**src/rtl/m3_step_seq.sv**
```systemverilog
// m3_step_seq
// Step sequencer for the three-phase motor path. It produces the electrical
// step index and the step/round strobes. At each round end it ramps the step
// period toward a goal by a fixed fraction. It also handles direction, soft
// stop, hard stop and a saturating power level.
//
// Ports
//   clkI          system clock
//   rstI          asynchronous active-high reset
//   startI        level, run request
//   forceStopI    level, immediate stop (highest priority)
//   invRotateI    direction, 1 = reverse; latched when leaving IDLE
//   dstPeriodI    target step period; sampled when leaving IDLE
//   speedINCi     one-cycle pulse, shortens the target period
//   speedDECi     one-cycle pulse, lengthens the target period
//   powerINCi     one-cycle pulse, raises power
//   powerDECi     one-cycle pulse, lowers power
//   stepO         current step index
//   stepStrobeO   high for the first cycle of a new step index
//   roundStrobeO  high together with stepStrobeO when the index wraps
//   periodO       current step period in clock cycles
//   powerO        power level
//   workingO      state != IDLE
//   stateO        IDLE=0, ACCEL=1, RUN=2, DECEL=3
`timescale 1ns/1ps

module m3_step_seq #(
  parameter int STEPS      = 12,
  parameter int PW         = 22,
  parameter int PERIOD_MIN = 40,
  parameter int PERIOD_MAX = 4000000,
  parameter int RAMP_SH    = 4,
  parameter int PWRW       = 10,
  parameter int POWER_INIT = 100,
  parameter int POWER_STEP = 10,
  parameter int POWER_MAX  = 1000
) (
  input  logic                     clkI,
  input  logic                     rstI,
  input  logic                     startI,
  input  logic                     forceStopI,
  input  logic                     invRotateI,
  input  logic [PW-1:0]            dstPeriodI,
  input  logic                     speedINCi,
  input  logic                     speedDECi,
  input  logic                     powerINCi,
  input  logic                     powerDECi,
  output logic [$clog2(STEPS)-1:0] stepO,
  output logic                     stepStrobeO,
  output logic                     roundStrobeO,
  output logic [PW-1:0]            periodO,
  output logic [PWRW-1:0]          powerO,
  output logic                     workingO,
  output logic [1:0]               stateO
);

  localparam int SW = $clog2(STEPS);

  localparam logic [PW-1:0]   P_MIN     = PW'(PERIOD_MIN);
  localparam logic [PW-1:0]   P_MAX     = PW'(PERIOD_MAX);
  localparam logic [PW-1:0]   P_ONE     = PW'(1);
  localparam logic [SW-1:0]   STEP_LAST = SW'(STEPS - 1);
  localparam logic [SW-1:0]   STEP_ONE  = SW'(1);
  localparam logic [PWRW-1:0] PWR_INIT  = PWRW'(POWER_INIT);
  localparam logic [PWRW-1:0] PWR_STEP  = PWRW'(POWER_STEP);
  localparam logic [PWRW-1:0] PWR_MAX   = PWRW'(POWER_MAX);

  typedef enum logic [1:0] {
    ST_IDLE  = 2'd0,
    ST_ACCEL = 2'd1,
    ST_RUN   = 2'd2,
    ST_DECEL = 2'd3
  } state_t;

  // All sequencer state in one record, so that reset and hard stop load the
  // same constant.
  typedef struct packed {
    state_t          state;
    logic [SW-1:0]   step;
    logic [PW-1:0]   period;
    logic [PW-1:0]   remain;   // cycles left until the next step advance
    logic [PW-1:0]   tgt;      // ramp goal while accelerating / running
    logic [PWRW-1:0] power;
    logic            dir;      // 1 = reverse
    logic            step_strobe;
    logic            round_strobe;
  } seq_regs_t;

  localparam seq_regs_t SEQ_RESET = '{
    state:        ST_IDLE,
    step:         '0,
    period:       P_MAX,
    remain:       P_MAX,
    tgt:          P_MAX,
    power:        '0,
    dir:          1'b0,
    step_strobe:  1'b0,
    round_strobe: 1'b0
  };

  seq_regs_t r_seq;

  logic            w_working;
  logic            w_advance;
  logic            w_wrap;
  logic            w_round_end;
  logic [SW-1:0]   w_step_next;
  logic [PW-1:0]   w_goal;
  logic [PW-1:0]   w_ramp_d;
  logic [PW-1:0]   w_period_upd;
  logic [PW-1:0]   w_reload;
  logic [PW-1:0]   w_tgt_d;
  logic [PW-1:0]   w_tgt_inc;
  logic [PW-1:0]   w_tgt_dec;
  logic [PW-1:0]   w_dst_clamped;
  logic [PWRW-1:0] w_power_inc;
  logic [PWRW-1:0] w_power_dec;

  // NOTE: every output of this block gets a default before any branch, so
  // no path leaves a value unassigned and no latch is inferred.
  always_comb begin
    w_working   = (r_seq.state != ST_IDLE);
    w_advance   = w_working && (r_seq.remain == P_ONE);
    w_wrap      = 1'b0;
    w_step_next = r_seq.step;
    if (r_seq.dir) begin
      w_wrap      = (r_seq.step == '0);
      w_step_next = w_wrap ? STEP_LAST : r_seq.step - STEP_ONE;
    end else begin
      w_wrap      = (r_seq.step == STEP_LAST);
      w_step_next = w_wrap ? '0 : r_seq.step + STEP_ONE;
    end
    w_round_end = w_advance && w_wrap;

    // Ramp: move by max(1, period>>RAMP_SH) toward the goal without
    // overshooting. Differences are taken first, so nothing underflows.
    w_goal   = (r_seq.state == ST_DECEL) ? P_MAX : r_seq.tgt;
    w_ramp_d = r_seq.period >> RAMP_SH;
    if (w_ramp_d == '0) w_ramp_d = P_ONE;
    w_period_upd = r_seq.period;
    if (r_seq.period > w_goal) begin
      w_period_upd = ((r_seq.period - w_goal) >= w_ramp_d) ?
                     r_seq.period - w_ramp_d : w_goal;
    end else if (r_seq.period < w_goal) begin
      w_period_upd = ((w_goal - r_seq.period) >= w_ramp_d) ?
                     r_seq.period + w_ramp_d : w_goal;
    end
    // The reload at a round end already uses the freshly ramped period.
    w_reload = w_round_end ? w_period_upd : r_seq.period;

    // Target adjust, clamped to [P_MIN, P_MAX]; tgt never leaves that range.
    w_tgt_d = r_seq.tgt >> RAMP_SH;
    if (w_tgt_d == '0) w_tgt_d = P_ONE;
    w_tgt_inc = ((r_seq.tgt - P_MIN) >= w_tgt_d) ? r_seq.tgt - w_tgt_d : P_MIN;
    w_tgt_dec = ((P_MAX - r_seq.tgt) >= w_tgt_d) ? r_seq.tgt + w_tgt_d : P_MAX;

    w_dst_clamped = dstPeriodI;
    if (dstPeriodI < P_MIN)      w_dst_clamped = P_MIN;
    else if (dstPeriodI > P_MAX) w_dst_clamped = P_MAX;

    w_power_inc = ((PWR_MAX - r_seq.power) >= PWR_STEP) ?
                  r_seq.power + PWR_STEP : PWR_MAX;
    w_power_dec = (r_seq.power >= PWR_STEP) ? r_seq.power - PWR_STEP : '0;
  end

  // NOTE: sequential state uses non-blocking assignments only, so every
  // right-hand side sees the values from before this edge. A later
  // assignment to the same field in this block overrides an earlier one.
  always_ff @(posedge clkI or posedge rstI) begin
    if (rstI) begin
      r_seq <= SEQ_RESET;
    end else if (forceStopI) begin
      r_seq <= SEQ_RESET;
    end else begin
      case (r_seq.state)
        ST_IDLE: begin
          r_seq.step_strobe  <= 1'b0;
          r_seq.round_strobe <= 1'b0;
          if (startI) begin
            r_seq.state <= ST_ACCEL;
            r_seq.tgt   <= w_dst_clamped;
            r_seq.dir   <= invRotateI;
            r_seq.power <= PWR_INIT;
          end
        end

        default: begin
          r_seq.step_strobe  <= w_advance;
          r_seq.round_strobe <= w_round_end;
          r_seq.remain       <= w_advance ? w_reload : r_seq.remain - P_ONE;
          if (w_advance)   r_seq.step   <= w_step_next;
          if (w_round_end) r_seq.period <= w_period_upd;

          // Speed commands only act while accelerating or running.
          if ((r_seq.state != ST_DECEL) && (speedINCi ^ speedDECi))
            r_seq.tgt <= speedINCi ? w_tgt_inc : w_tgt_dec;

          if (powerINCi ^ powerDECi)
            r_seq.power <= powerINCi ? w_power_inc : w_power_dec;

          case (r_seq.state)
            ST_ACCEL: begin
              if (!startI)
                r_seq.state <= ST_DECEL;
              else if (w_round_end && (w_period_upd == r_seq.tgt))
                r_seq.state <= ST_RUN;
            end
            ST_RUN: begin
              if (!startI) r_seq.state <= ST_DECEL;
            end
            ST_DECEL: begin
              if (startI) begin
                r_seq.state <= ST_ACCEL;
              end else if (w_round_end && (w_period_upd == P_MAX)) begin
                // Back to rest: idle values except dir and tgt.
                r_seq.state  <= ST_IDLE;
                r_seq.step   <= '0;
                r_seq.remain <= P_MAX;
                r_seq.power  <= '0;
              end
            end
            default: ;
          endcase
        end
      endcase
    end
  end

  assign stepO        = r_seq.step;
  assign stepStrobeO  = r_seq.step_strobe;
  assign roundStrobeO = r_seq.round_strobe;
  assign periodO      = r_seq.period;
  assign powerO       = r_seq.power;
  assign workingO     = w_working;
  assign stateO       = r_seq.state;

endmodule

```
**config.mk**
```make
export PLATFORM = sky130hd
export DESIGN_NAME = m3_step_seq
export DESIGN_NICKNAME = d
export VERILOG_FILES = /design/src/rtl/m3_step_seq.sv
export SDC_FILE = /design/constraint.sdc
export NUM_CORES = 1
export LEC_CHECK = 0
export ABC_CLOCK_PERIOD_IN_PS = 18400
export CAP_MARGIN = 20
export CORE_MARGIN = 4
export CORE_UTILIZATION = 35
export DETAILED_ROUTE_END_ITERATION = 12
export HOLD_SLACK_MARGIN = 0.02
export SETUP_SLACK_MARGIN = 0.02
export SLEW_MARGIN = 20
export SYNTH_ARGS = -nofsm -noshare
export SYNTH_HDL_FRONTEND = slang
export SYNTH_SLANG_ARGS = --single-unit
```
**constraint.sdc**
```tcl
create_clock -name clkI -period 18.4 [get_ports clkI]
set_input_delay 1.84 -clock clkI [delete_from_list [all_inputs] [get_ports clkI]]
set_output_delay 1.84 -clock clkI [all_outputs]
set_load 0.02 [all_outputs]
```
==> flow_metrics.py, run 1 <==
metrics = {
    "setup_path": {
        "cp-start-kind": "flip-flop",
        "rrSetupSlack_ns": 10.15,
        "crit_path_start": "r_seq[22]",
        "r2r_start": "r_seq[22]",
        "crit_required_ns": 18.66,
        "reg2regPathDepth": 26,
        "r2r-end": "r_seq[50]",
        "crit_end": "r_seq[50]",
        "critPathArrivalTime_ns": 8.51,
        "endpoint_kind": "flip-flop",
        "path_max_fanout": 22,
        "crit_type": "reg -> reg",
    },
    "clocking": {
        "clk_latency_ns": 0.37,
        "cts_buffers": 9,
        "cts-root-buf": "clkbuf_16",
        "post_cts_buffers": 0,
        "cts_max_level": 3,
        "cts_tree": "done",
        "cts_resized": 0,
        "hold_buffers": 0,
        "cts.path.max_buffers": 2,
        "clk_pin_slew_ns": 0.07,
        "cts_sinks": 85,
    },
    "yosys": {
        "syn_nets": 2539,
        "syn_area_per_cell_um2": 7.09,
        "ys.flop_type": "dfrtp_1",
        "yosysTopAreaCell": "ha_1",
        "synth_edf_count": 0,
        "synth_cell_types": 100,
        "synth.area.top_cells": "ha_1, dfrtp_1, a21oi_1",
        "synth-seq-cells": 85,
        "seq_area_frac_synth_pct": 13.2,
        "synthArstFlopShare_pct": 100,
        "synthesis.area_um2": 16300,
        "yosysWarnings": 0,
        "netlist.area_leader.share_pct": 15.3,
        "synth_cells": 2303,
    },
    "final_layout": {
        "layout-drive-gt1-share_pct": 5.20,
        "regArea_um2": 2150,
        "instances_no_fill": 2812,
        "multiInputGateArea_um2": 12600,
        "fin_nets": 2443,
        "diodes": 0,
        "syn_to_final_growth_pct": 6.33,
        "fillers": 4868,
    },
    "die": {
        "io_pins": 72,
        "num_rows": 78,
        "die-area_um2": 50100,
        "start_util_pct": 35.6,
        "design.core.area_um2": 45800,
        "die_w_um": 224,
        "dieHeight_um": 224,
    },
    "timing": {
        "hold_viol": 0,
        "finalCritPeriodShare_pct": 44.8,
        "finalSetupTns_ns": 0,
        "slew_viol_final": 0,
        "relSlewSlack_pct": 21.3,
        "hold_ws_ns": 0.521,
        "max_freq_mhz": 121,
        "max_slew.worst_pin.slew_ns": 1.17,
        "setup_violations": 0,
        "rsz0062_at_grt": "no",
        "fin_crit_ns": 8.25,
        "clock_skew_ns": 0.00994,
    },
    "global_route": {
        "antenna_found_initial": 0,
        "track_usage_pct": 25.5,
        "top_usage_layer": "met2",
        "grt_use_met3_pct": 3.87,
        "grt_util_met2_pct": 40.9,
        "grt_pass1_wl_um": 102000,
        "grtUsageMet1_pct": 35.0,
        "grt_max_degree": 61,
        "overflow": 0,
        "grt_pass1_vias": 16500,
    },
    "job": {
        "maxCapViolations": 0,
    },
    "detailed_routing": {
        "vias": 17900,
        "wirelength_um": 66700,
        "wire_per_inst_um": 23.7,
        "drc": 0,
        "ant_nets": 0,
        "dr.pass1.iters": 8,
        "routed_via_density": 6.35,
        "drt_iter0_drc": 1986,
    },
    "min_path": {
        "hold_path.class": "reg -> reg",
        "hold_start": "r_seq[50]",
    },
    "placement": {
        "dp.cells": 2796,
        "gp_congestion": 1.05,
        "io_buffers": 71,
        "hpwlAfterDp_um": 50900,
    },
    "power_and_ir_drop": {
        "power_density_nw_per_um2": 194,
        "total_power_mw": 3.37,
        "power.leakage_nw": 7.27,
        "peakVddDrop_uv": 110,
    },
    "outcome": {
        "status": "finished, final reports clean",
    },
}
through the flow:
step | instance area [µm²] | setup slack, ns | utilization (%)
2_1_floorplan | 16300 | 11.78 | -
3_3_place_gp | 17100 | 10.59 | 37.3
3_5_place_dp | 17100 | 10.44 | 37.3
4_1_cts | 17400 | 10.41 | 37.9
5_1_grt | 17400 | 9.61 | 37.9
6_report | 17400 | 10.15 | 37.9
cell type report:
class                      count  area share [%]
tap                          600            4.33
clock buffer                  10            1.32
sequential                    85            12.4
multi-input combinational   1862            72.8
clock inverter                 6           0.397
timing repair buffer         106            5.61
inverter                     143            3.11
critical path, stage by stage (launching register included):
cell	delay, ns
dfrtp_1	0.54
clkinv_1	0.45
nor2_1	0.47
ha_1	0.45
a21o_1	0.24
a211oi_1	0.43
a21oi_1	0.19
a21boi_0	0.38
o21ai_0	0.13
a21oi_1	0.20
xnor2_1	0.10
ha_1	0.33
and4_1	0.24
a221oi_1	0.29
o221a_2	0.23
o31ai_1	0.13
a211o_1	0.49
nor2_1	0.18
buf_4	0.31
nand4_1	0.16
o211a_1	0.17
o32ai_1	0.49
nand4_1	0.18
nor4_2	0.42
a21o_1	0.51
o21ai_0	0.17
a22o_1	0.23
flip-flops by register name (all words and copies together), names as in the netlist:
register and flops:
powerO 10, stateO 2, stepO 4, stepStrobeO 1
roundStrobeO 1, r_seq 45, periodO 22
where the power goes:
group	switching [mW]	internal [mW]
clock network	0.0899	0.107
logic	1.81	1.02
registers	0.115	0.233
total	2.01	1.36
cells in the final DEF, fill, tap and decap left out, types with 32 or more instances in the layout:
master           count
nand2b_1            36
nand2_1            198
xnor2_1             99
dfrtp_1             64
nor2_1             196
ha_1               200
a211oi_1            42
buf_4               35
o21ai_0            166
nor3_1              79
a21oi_1            200
clkdlybuf4s50_1     71
a31oi_1             34
nand3_1             52
o211ai_1            32
a21o_1              50
inv_1              137
synthesized netlist by cell type, drive strengths merged, types with 9 or more instances:
cell type,count
o21bai,15
dfrtp,64
nand2,200
inv,138
ha,200
a31oi,34
o21a,17
a211oi,44
nor4,32
xor2,20
nand3,52
nand3b,9
nand2b,37
nand4,24
nor3,81
nor2,196
xnor2,99
a32oi,13
a311oi,10
dfstp,21
a21oi,201
o31ai,31
o311ai,12
o211ai,32
and2,15
buf,73
and3,10
mux2i,19
clkbuf,140
o21ai,170
a211o,10
nor2b,27
o22ai,22
a21o,50
or3,17
metal layers:
metal  part of all wire, %  wire, µm  vias up
met2                    45     29900      909
met1                    43     28400     8629
met3                   8.6      5740      152
met5                     0         0        -
met4                   3.8      2540        0
li1                      -         -     8167
logic make-up after synthesis:
logic type	after synthesis	share of synthesized area, %
fa+ha+maj	205	15.9
mux	26	1.67
flops	85	13.2
buf+inv	356	9.49
compound gates	774	31.3
xor+xnor	119	6.39
simple gates	738	22.0
worst min-delay path by stage:
stage	endpoint	slack (ns)	depth (start not counted)
3_5_place_dp	r_seq[50]	0.49	1
2_1_floorplan	r_seq[50]	0.46	1
4_1_cts	r_seq[50]	0.51	1
6_report	r_seq[50]	0.52	1
3_3_place_gp	r_seq[50]	0.48	1
5_1_grt	r_seq[50]	0.54	1
Note: power is estimated with default switching activity, not from simulation.
==> run 2: changes to the inputs <==
--- a/config.mk
+++ b/config.mk
@@ -5,7 +5,7 @@
 export SDC_FILE = /design/constraint.sdc
 export NUM_CORES = 1
 export LEC_CHECK = 0
-export ABC_CLOCK_PERIOD_IN_PS = 18400
+export ABC_CLOCK_PERIOD_IN_PS = 6900
 export CAP_MARGIN = 20
 export CORE_MARGIN = 4
 export CORE_UTILIZATION = 35
==> constraint.sdc (replaced) <==
create_clock -name clkI -period 6.9 [get_ports clkI]
set_input_delay 0.69 -clock clkI [delete_from_list [all_inputs] [get_ports clkI]]
set_output_delay 0.69 -clock clkI [all_outputs]
set_load 0.02 [all_outputs]
==> flow_metrics.py, run 2 (synthesis results as in run 1) <==
metrics = {
    "global_route": {
        "overflow": 0,
        "grtUsageMet1_pct": 36.6,
        "grt_pass1_vias": 17300,
        "grt_pass1_wl_um": 107000,
        "grt_use_met3_pct": 3.07,
        "antenna_found_initial": 0,
        "grt_util_met2_pct": 43.8,
        "track_usage_pct": 27.2,
        "top_usage_layer": "met2",
        "grt_max_degree": 63,
    },
    "setup_path": {
        "r2r-end": "stateO[0]",
        "path_max_fanout": 19,
        "reg2regPathDepth": 30,
        "max_stage_delay_ns": 0.41,
        "r2r_start": "stateO[1]",
        "critPathArrivalTime_ns": 6.89,
        "worst_path_max_delay_cell": "dfrtp_1",
        "crit_top_cell": "buf_4",
        "cp-start-kind": "flip-flop",
        "crit_required_ns": 7.16,
        "endpoint_kind": "flip-flop",
        "rrSetupSlack_ns": 0.27,
        "crit_type": "reg -> reg",
    },
    "die": {
        "io_pins": 72,
        "die_w_um": 224,
        "design.core.area_um2": 45800,
        "start_util_pct": 35.6,
        "dieHeight_um": 224,
        "num_rows": 78,
        "die-area_um2": 50100,
    },
    "power_and_ir_drop": {
        "total_power_mw": 9.97,
        "power.leakage_nw": 8.03,
        "peakVddDrop_uv": 260,
        "power_density_nw_per_um2": 534,
    },
    "clocking": {
        "cts.path.max_buffers": 2,
        "cts_tree": "done",
        "cts-root-buf": "clkbuf_16",
        "cts_buffers": 9,
        "cts_sinks": 85,
        "cts_max_level": 3,
        "clk_pin_slew_ns": 0.07,
        "clk_latency_ns": 0.37,
        "hold_buffers": 0,
    },
    "final_layout": {
        "layout-drive-gt1-share_pct": 12.4,
        "diodes": 0,
        "top_register": "r_seq",
        "final_common_cell": "ha_1",
        "fillers": 4781,
        "multiInputGateArea_um2": 12800,
        "regArea_um2": 2150,
        "syn_to_final_growth_pct": 14.5,
        "final_util_pct": 40.8,
        "final_cell_mix": "ha_1, nand2_1, a21oi_1",
        "fin_nets": 2590,
        "largest_register_ffs": 45,
    },
    "job": {
        "maxCapViolations": 0,
    },
    "detailed_routing": {
        "drt_iter0_drc": 1998,
        "vias": 18500,
        "drc": 0,
        "routed_via_density": 6.26,
        "ant_nets": 0,
        "wirelength_um": 71500,
        "dr.pass1.iters": 6,
        "wire_per_inst_um": 24.2,
    },
    "timing": {
        "relSlewSlack_pct": 25.0,
        "layout_setup_ws_ns": 0.266,
        "clock_skew_ns": 0.00957,
        "slew_viol_final": 0,
        "fin_crit_ns": 6.63,
        "max_freq_mhz": 151,
        "max_slew.worst_pin.slew_ns": 1.12,
        "finalCritPeriodShare_pct": 96.1,
        "hold_viol": 0,
        "setup_violations": 0,
    },
    "placement": {
        "io_buffers": 71,
        "pre_cts_ws_ns": -0.0921,
        "gp_congestion": 1.06,
        "hpwlAfterDp_um": 55900,
    },
    "min_path": {
        "hold_start": "r_seq[50]",
        "hold_path.class": "reg -> reg",
        "worst_hold_path.num_cells": 1,
        "min_to": "r_seq[50]",
    },
    "outcome": {
        "status": "finished, final reports clean",
    },
}
run 2: cell count changes in the layout (fill, tap and decap cells not counted), sizes merged:
| cell | change |
|---|---|
| buf | +147 |
| bufinv | -1 |
| clkbuf | -1 |
| clkinv | +1 |
| clkinvlp | -1 |
| inv | +2 |
run 2: timing repair:
| action | 4_1_cts | 5_1_grt |
|---|---|---|
| endpoints found under the setup margin | 18 | 18 |
| pin swaps | 1 | 14 |
| setup buffers | 0 | 6 |
| gates resized for setup | 6 | 37 |
run 2: stage by stage:
stage / hold WS [ns] / area (µm²) / std cells / setup TNS [ns]
2_1_floorplan: 0.458 / 16300 / 2303 / 0
6_report: 0.513 / 18700 / 2959 / 0
4_1_cts: 0.506 / 18500 / 2953 / 0
3_5_place_dp: 0.489 / 18100 / 2937 / -0.403
3_3_place_gp: 0.499 / 18100 / 2937 / -0.0107
5_1_grt: 0.532 / 18700 / 2959 / -0.0182
run 2: how the worst max path moves through the flow:
stage	from	end	slack (ns)
global placement	stateO[0]	stateO[0]	-0.01
detailed placement	stateO[0]	stateO[0]	-0.09
CTS	stateO[0]	stateO[0]	0.06
finish	stateO[1]	stateO[0]	0.27
global route	stateO[0]	stateO[0]	-0.02
floorplan	stateO[0]	stateO[0]	0.28
run 2: worst max-delay path: cells and delay by family (launching register included):
kind,cells,cell delay (ns)
fa+ha+maj,3,0.84
xor+xnor,1,0.13
flops,1,0.41
simple gates,8,1.70
compound gates,11,2.37
buf+inv,7,1.05
run 2: cell type report:
cell class,count,area share (%)
clock buffers,9,1.21
clock inverters,7,0.409
inverters,143,2.90
multi-input cells,1862,68.6
flip-flops and latches,85,11.5
well taps,600,4.02
repair buffers,253,11.3
run 2: power by group:
| group | internal [mW] | switching [mW] |
|---|---|---|
| logic | 3.40 | 5.27 |
| registers | 0.622 | 0.166 |
| clock network | 0.258 | 0.252 |
run 2: per-layer routing:
metal | wire (µm) | share of wire, %
met3 | 5290 | 7.4
met5 | 0 | 0
met2 | 32200 | 45
met1 | 30300 | 42
met4 | 3710 | 5.2
